`config.mk`:
```
export PLATFORM = sky130hd
export DESIGN_NAME = evt_stretch_flat
export DESIGN_NICKNAME = d
export VERILOG_FILES = /design/src/rtl/evt_pkg.sv /design/src/rtl/evt_stretch_if.sv /design/src/rtl/sat_updn_cnt.sv /design/src/rtl/evt_stretch.sv /design/src/flat_wrapper.sv
export SDC_FILE = /design/constraint.sdc
export NUM_CORES = 1
export LEC_CHECK = 0
export ABC_AREA = 1
export CELL_PAD_IN_SITES_DETAIL_PLACEMENT = 0
export CELL_PAD_IN_SITES_GLOBAL_PLACEMENT = 1
export CORE_MARGIN = 3
export CORE_UTILIZATION = 36
export CTS_CLUSTER_SIZE = 28
export DETAILED_ROUTE_END_ITERATION = 10
export PLACE_DENSITY_LB_ADDON = 0.2
export SLEW_MARGIN = 0
export SYNTH_ARGS = -nofsm -noshare
export SYNTH_HDL_FRONTEND = slang
export SYNTH_SLANG_ARGS = --single-unit
export TNS_END_PERCENT = 30
```
`constraint.sdc`:
```
create_clock -name clk1 -period 2.1 [get_ports clk1]
set_clock_uncertainty 0.15 [all_clocks]
set_input_delay 0.42 -clock clk1 [delete_from_list [all_inputs] [get_ports clk1]]
set_output_delay 0.42 -clock clk1 [all_outputs]
set_load 0.02 [all_outputs]
```
`src/rtl/evt_pkg.sv`:
```
// Shared FSM encodings and sizing helpers for the event stretcher.
package evt_pkg;

    localparam int ST_W = 2;

    localparam logic [ST_W-1:0] ST_IDLE = 2'd0;
    localparam logic [ST_W-1:0] ST_HIGH = 2'd1;
    localparam logic [ST_W-1:0] ST_GAP  = 2'd2;

    // Counter holds at most max(high, gap) - 1.
    function automatic int cnt_width(input int a, input int b);
        int m;
        m = (a > b) ? a : b;
        return (m <= 2) ? 1 : $clog2(m);
    endfunction

endpackage

```
`src/rtl/evt_stretch_if.sv`:
```
// Event-in / stretched-pulse-out bundle between a source and the stretcher.
interface evt_stretch_if #(
    parameter int PEND_W = 3
);
    logic              evt_in;
    logic              ovf_clr;
    logic              sig1;
    logic [PEND_W-1:0] pend_cnt;
    logic              busy;
    logic              ovf;

    modport master (
        output evt_in, ovf_clr,
        input  sig1, pend_cnt, busy, ovf
    );

    modport slave (
        input  evt_in, ovf_clr,
        output sig1, pend_cnt, busy, ovf
    );
endinterface

```
`src/rtl/sat_updn_cnt.sv`:
```
// Up/down counter that holds at all-ones and at zero.
module sat_updn_cnt #(
    parameter int W = 3
) (
    input  logic         clk,
    input  logic         rst,
    input  logic         inc_i,
    input  logic         dec_i,
    output logic [W-1:0] cnt_o,
    output logic         sat_o
);
    logic [W-1:0] cnt_q, cnt_d;

    assign sat_o = &cnt_q;
    assign cnt_o = cnt_q;

    always_comb begin
        cnt_d = cnt_q;
        if (inc_i && !dec_i && !sat_o)
            cnt_d = cnt_q + 1'b1;
        else if (dec_i && !inc_i && (cnt_q != '0))
            cnt_d = cnt_q - 1'b1;
    end

    always_ff @(posedge clk or posedge rst) begin
        if (rst) cnt_q <= '0;
        else     cnt_q <= cnt_d;
    end
endmodule

```
`src/rtl/evt_stretch.sv`:
```
// Stretches single-cycle events into fixed-width pulses with a minimum
// low gap, queueing events that arrive while a pulse is in flight.
module evt_stretch
    import evt_pkg::*;
#(
    parameter int HIGH_CYC = 4,
    parameter int GAP_CYC  = 4,
    parameter int PEND_W   = 3
) (
    input  logic         clk1,
    input  logic         rst,
    evt_stretch_if.slave bus
);
    localparam int CNT_W = cnt_width(HIGH_CYC, GAP_CYC);
    localparam logic [CNT_W-1:0] HI_LD = CNT_W'(HIGH_CYC - 1);
    localparam logic [CNT_W-1:0] GP_LD = CNT_W'(GAP_CYC - 1);

    logic [ST_W-1:0]   state_q, state_d;
    logic [CNT_W-1:0]  cnt_q, cnt_d;
    logic              sig1_q, ovf_q, ovf_d;
    logic [PEND_W-1:0] pend;
    logic              pend_sat, pend_nz, cnt_zero;
    logic              want, consume, inc, dec, drop;

    assign pend_nz  = |pend;
    assign cnt_zero = (cnt_q == '0);
    assign want     = bus.evt_in | pend_nz;

    always_comb begin
        state_d = state_q;
        cnt_d   = cnt_q;
        consume = 1'b0;
        unique case (state_q)
            ST_IDLE: begin
                if (want) begin
                    consume = 1'b1;
                    state_d = ST_HIGH;
                    cnt_d   = HI_LD;
                end
            end
            ST_HIGH: begin
                if (cnt_zero) begin
                    state_d = ST_GAP;
                    cnt_d   = GP_LD;
                end else begin
                    cnt_d = cnt_q - 1'b1;
                end
            end
            ST_GAP: begin
                if (!cnt_zero) begin
                    cnt_d = cnt_q - 1'b1;
                end else if (want) begin
                    consume = 1'b1;
                    state_d = ST_HIGH;
                    cnt_d   = HI_LD;
                end else begin
                    state_d = ST_IDLE;
                end
            end
            default: begin
                state_d = ST_IDLE;
                cnt_d   = '0;
            end
        endcase
    end

    // Queued events have priority; a live event is queued unless taken now.
    assign dec   = consume & pend_nz;
    assign inc   = bus.evt_in & ~(consume & ~pend_nz);
    assign drop  = inc & ~dec & pend_sat;
    assign ovf_d = drop | (ovf_q & ~bus.ovf_clr);

    sat_updn_cnt #(
        .W(PEND_W)
    ) u_pend (
        .clk   (clk1),
        .rst   (rst),
        .inc_i (inc),
        .dec_i (dec),
        .cnt_o (pend),
        .sat_o (pend_sat)
    );

    always_ff @(posedge clk1 or posedge rst) begin
        if (rst) begin
            state_q <= ST_IDLE;
            cnt_q   <= '0;
            sig1_q  <= 1'b0;
            ovf_q   <= 1'b0;
        end else begin
            state_q <= state_d;
            cnt_q   <= cnt_d;
            sig1_q  <= (state_d == ST_HIGH);
            ovf_q   <= ovf_d;
        end
    end

    assign bus.sig1     = sig1_q;
    assign bus.pend_cnt = pend;
    assign bus.busy     = (state_q != ST_IDLE) | pend_nz;
    assign bus.ovf      = ovf_q;
endmodule
```
`src/flat_wrapper.sv`:
```
// flat-port wrapper written by rule: the top's interface ports become plain ports
module evt_stretch_flat import evt_pkg::*;
#(
    parameter int HIGH_CYC = 4,
    parameter int GAP_CYC  = 4,
    parameter int PEND_W   = 3
)
  (clk1, rst, bus_evt_in, bus_ovf_clr, bus_sig1, bus_pend_cnt, bus_busy, bus_ovf);
  evt_stretch_if #(.PEND_W(PEND_W)) bus_i ();
  input  logic clk1;
  input  logic rst;
  input wire logic [$bits(bus_i.evt_in)-1:0] bus_evt_in;
  input wire logic [$bits(bus_i.ovf_clr)-1:0] bus_ovf_clr;
  output wire logic [$bits(bus_i.sig1)-1:0] bus_sig1;
  output wire logic [$bits(bus_i.pend_cnt)-1:0] bus_pend_cnt;
  output wire logic [$bits(bus_i.busy)-1:0] bus_busy;
  output wire logic [$bits(bus_i.ovf)-1:0] bus_ovf;
  assign bus_i.evt_in = bus_evt_in;
  assign bus_i.ovf_clr = bus_ovf_clr;
  assign bus_sig1 = bus_i.sig1;
  assign bus_pend_cnt = bus_i.pend_cnt;
  assign bus_busy = bus_i.busy;
  assign bus_ovf = bus_i.ovf;
  evt_stretch #(.HIGH_CYC(HIGH_CYC), .GAP_CYC(GAP_CYC), .PEND_W(PEND_W)) u_core (.clk1(clk1), .rst(rst), .bus(bus_i));
endmodule
```
==> out/results.txt <==
status: complete, no violations
DRC: 0
first-pass GRT wire length: 1.67 mm
Core Footprint: 0.00135 mm2
Worst EP required: 2100 ps
Die Wd: 44.8 um
crit path to: u_core.u_pend.cnt_o[2]
CP startpoint: u_core.cnt_q[0]
reg2reg path depth: 11
final WL: 1.01 mm
routed vias: 448
Worst-Margin Slew: 360 ps
post-synthesis cell area: 543 um2
largest net degree at the start of global routing: 10
Synthesized Nets: 71
endpoints failing setup: 0
root buffer cell: clkbuf_4
Worst Path Buf+Inv: 3
met2 Use GR: 13.5%
remaining antenna violation count after routing: 0
latest clock arrival within the worst-skew pair: 260 ps
Die Ht: 44.8 um
post-DP HPWL: 822 um
Final nets: 88
Max Slew Vio Count: 0
H-tree levels: 1
area delta synth->final: 28.8%
overall power: 1.18 mW
commonest non-fill, non-tap cells in the layout: 16 x nand2_1, 9 x inv_1, 9 x dfrtp_1
CP top delay family: adder cells
most used cell, CP: nand2_1
I/O Buffers: 9
register area share after synthesis: 41.5%
antenna violations before repair: 0
CTS tree: done
clock tree buffer depth: 2
Initial DRC Count: 14
total track usage: 12.0%
GR Util met3: 3.59%
Area after DPL: 674 um2
startpoint types: flip-flop
count of different cell masters after synthesis: 18
Cell Pwr Density: 1690 mW/mm2
HP Class: in2async
M1 GR Usage: 18.4%
total grt overflow: 0
Yosys Warn Count: 0
Tmin final: 1960 ps
worst-path maximum fanout: 5
fmax: 0.511 GHz
Max Cap Viol: 0
routed vias/inst: 4.72
vias in the first global route: 388
worst r2r dst: u_core.u_pend.cnt_o[2]
DR pass1 iterations: 4
final setup TNS: 0 ps
Inserted Clock Buffers: 3
Max IR drop VDD: 0.808 mV
post-layout util: 51.8%
average wire per standard cell: 10.6 um
Clk pin slew, worst setup/hold paths: 70 ps
CP peak stage delay: 400 ps
Final Cycle Share: 93.2%
Cell Rows: 13
#FFs+latches synth: 9
arrival time worst endpoint: 1960 ps
layout cells sized above 1: 17.5%
kind of critical path: reg2reg
diode count: 0
CP Capture Type: flip-flop
IO Pins: 10
Starting Density: 40.2%
die footprint: 0.00201 mm2
commonest non-fill, non-tap cell in the layout: nand2_1
slowest library cell on the worst path: dfrtp_1
syn avg cell area: 8.48 um2
CTS sink count: 9
crit path cell chain: inv_1 > ha_1 > inv_2 > nand2_1 > nand2_2 > nand3_4 > fa_1 > inv_1 > nand2_1 > nand3_1 > nand2_1
unrepaired setup endpoints after global routing: no
Leak: 0.343 nW
GRT busiest layer: met1
GP Congestion: 0.724
Worst path depth: 11
design area: 699 um2
Cells after Synth: 64
FF-to-FF setup slack: 140 ps
endpoints failing hold: 0
Reg2Reg Launch Point: u_core.cnt_q[0]
Max-slew headroom: 76.0%
## registers in the layout, summed over array words and instances, names as in the netlist
name                 flops
u_core.bus.sig1          1
u_core.u_pend.cnt_o      3
u_core.state_q           2
u_core.cnt_q             2
u_core.bus.ovf           1
## metal layers
| metal | vias up | wire length, um | share of wire (%) |
|---|---|---|---|
| li1 | 236 | - | - |
| met1 | 197 | 546 | 54 |
| met2 | 13 | 382 | 38 |
| met3 | 2 | 68 | 6.7 |
| met4 | 0 | 12 | 1.2 |
| met5 | - | 0 | 0 |
## cell type report
| type | count | area [um2] |
|---|---|---|
| fillers | 145 | 651 |
| clock buffers | 4 | 26.3 |
| flip-flops and latches | 9 | 225 |
| multi-input cells | 44 | 277 |
| well taps | 15 | 18.8 |
| repair buffers | 12 | 111 |
| inverters | 11 | 41.3 |
## where the power goes
group          switching [mW]  internal (mW)
registers              0.0880          0.263
clock network          0.0658         0.0734
logic                   0.395          0.295
total                   0.549          0.632
## worst register-to-register path, cell delays in order (launching register included)
cell and delay [ps]:
dfrtp_1 400, inv_1 70, ha_1 270, inv_2 80, nand2_1 50, nand2_2 90, nand3_4 90, fa_1 380
inv_1 60, nand2_1 60, nand3_1 70, nand2_1 50
## cell usage after synthesis, drive strengths merged
cell	n	area (um2)
a21oi	2	21.3
dfrtp	9	225
fa	1	20.0
ha	2	25.0
inv	11	41.3
nand2	18	72.6
nand3	10	67.6
nor2	5	18.8
o2111ai	1	8.76
o21ai	1	5.00
o22ai	1	6.26
o31ai	2	15.0
xor2	1	16.3
## how the worst min path moves through the flow
stage	to	slack, ps	depth (start not counted)
2_1_floorplan	u_core.bus.ovf	100	1
3_3_place_gp	u_core.u_pend.cnt_o[2]	370	2
3_5_place_dp	u_core.u_pend.cnt_o[2]	370	2
4_1_cts	u_core.cnt_q[1]	280	2
5_1_grt	u_core.cnt_q[1]	300	2
6_report	u_core.state_q[1]	260	2
## logic make-up after synthesis
family / count (synthesis) / share of synthesized area, %
AO/OA/AOI/OAI: 7 / 10.4
XOR/XNOR: 1 / 3.00
adder cells (fa/ha/maj): 3 / 8.29
buffers and inverters: 11 / 7.60
flip-flops: 9 / 41.5
AND/OR/NAND/NOR: 33 / 29.3
## per-stage QoR
stage | hold WS (ps) | std cells | worst slack, ps
3_5_place_dp | 370 | 91 | 143
3_3_place_gp | 368 | 91 | 157
4_1_cts | 277 | 95 | 135
6_report | 264 | 95 | 144
5_1_grt | 304 | 95 | 38.5
2_1_floorplan | 97.9 | 64 | 254
## repair_timing
| action | 4_1_cts | 5_1_grt |
|---|---|---|
| hold buffers | 0 | 0 |
| setup buffers | 0 | 0 |
| endpoints found under the hold margin | 0 | 0 |
| gates resized for setup | 1 | 0 |
| setup endpoints to repair | 1 | 0 |
(Power assumes the default switching activity.)
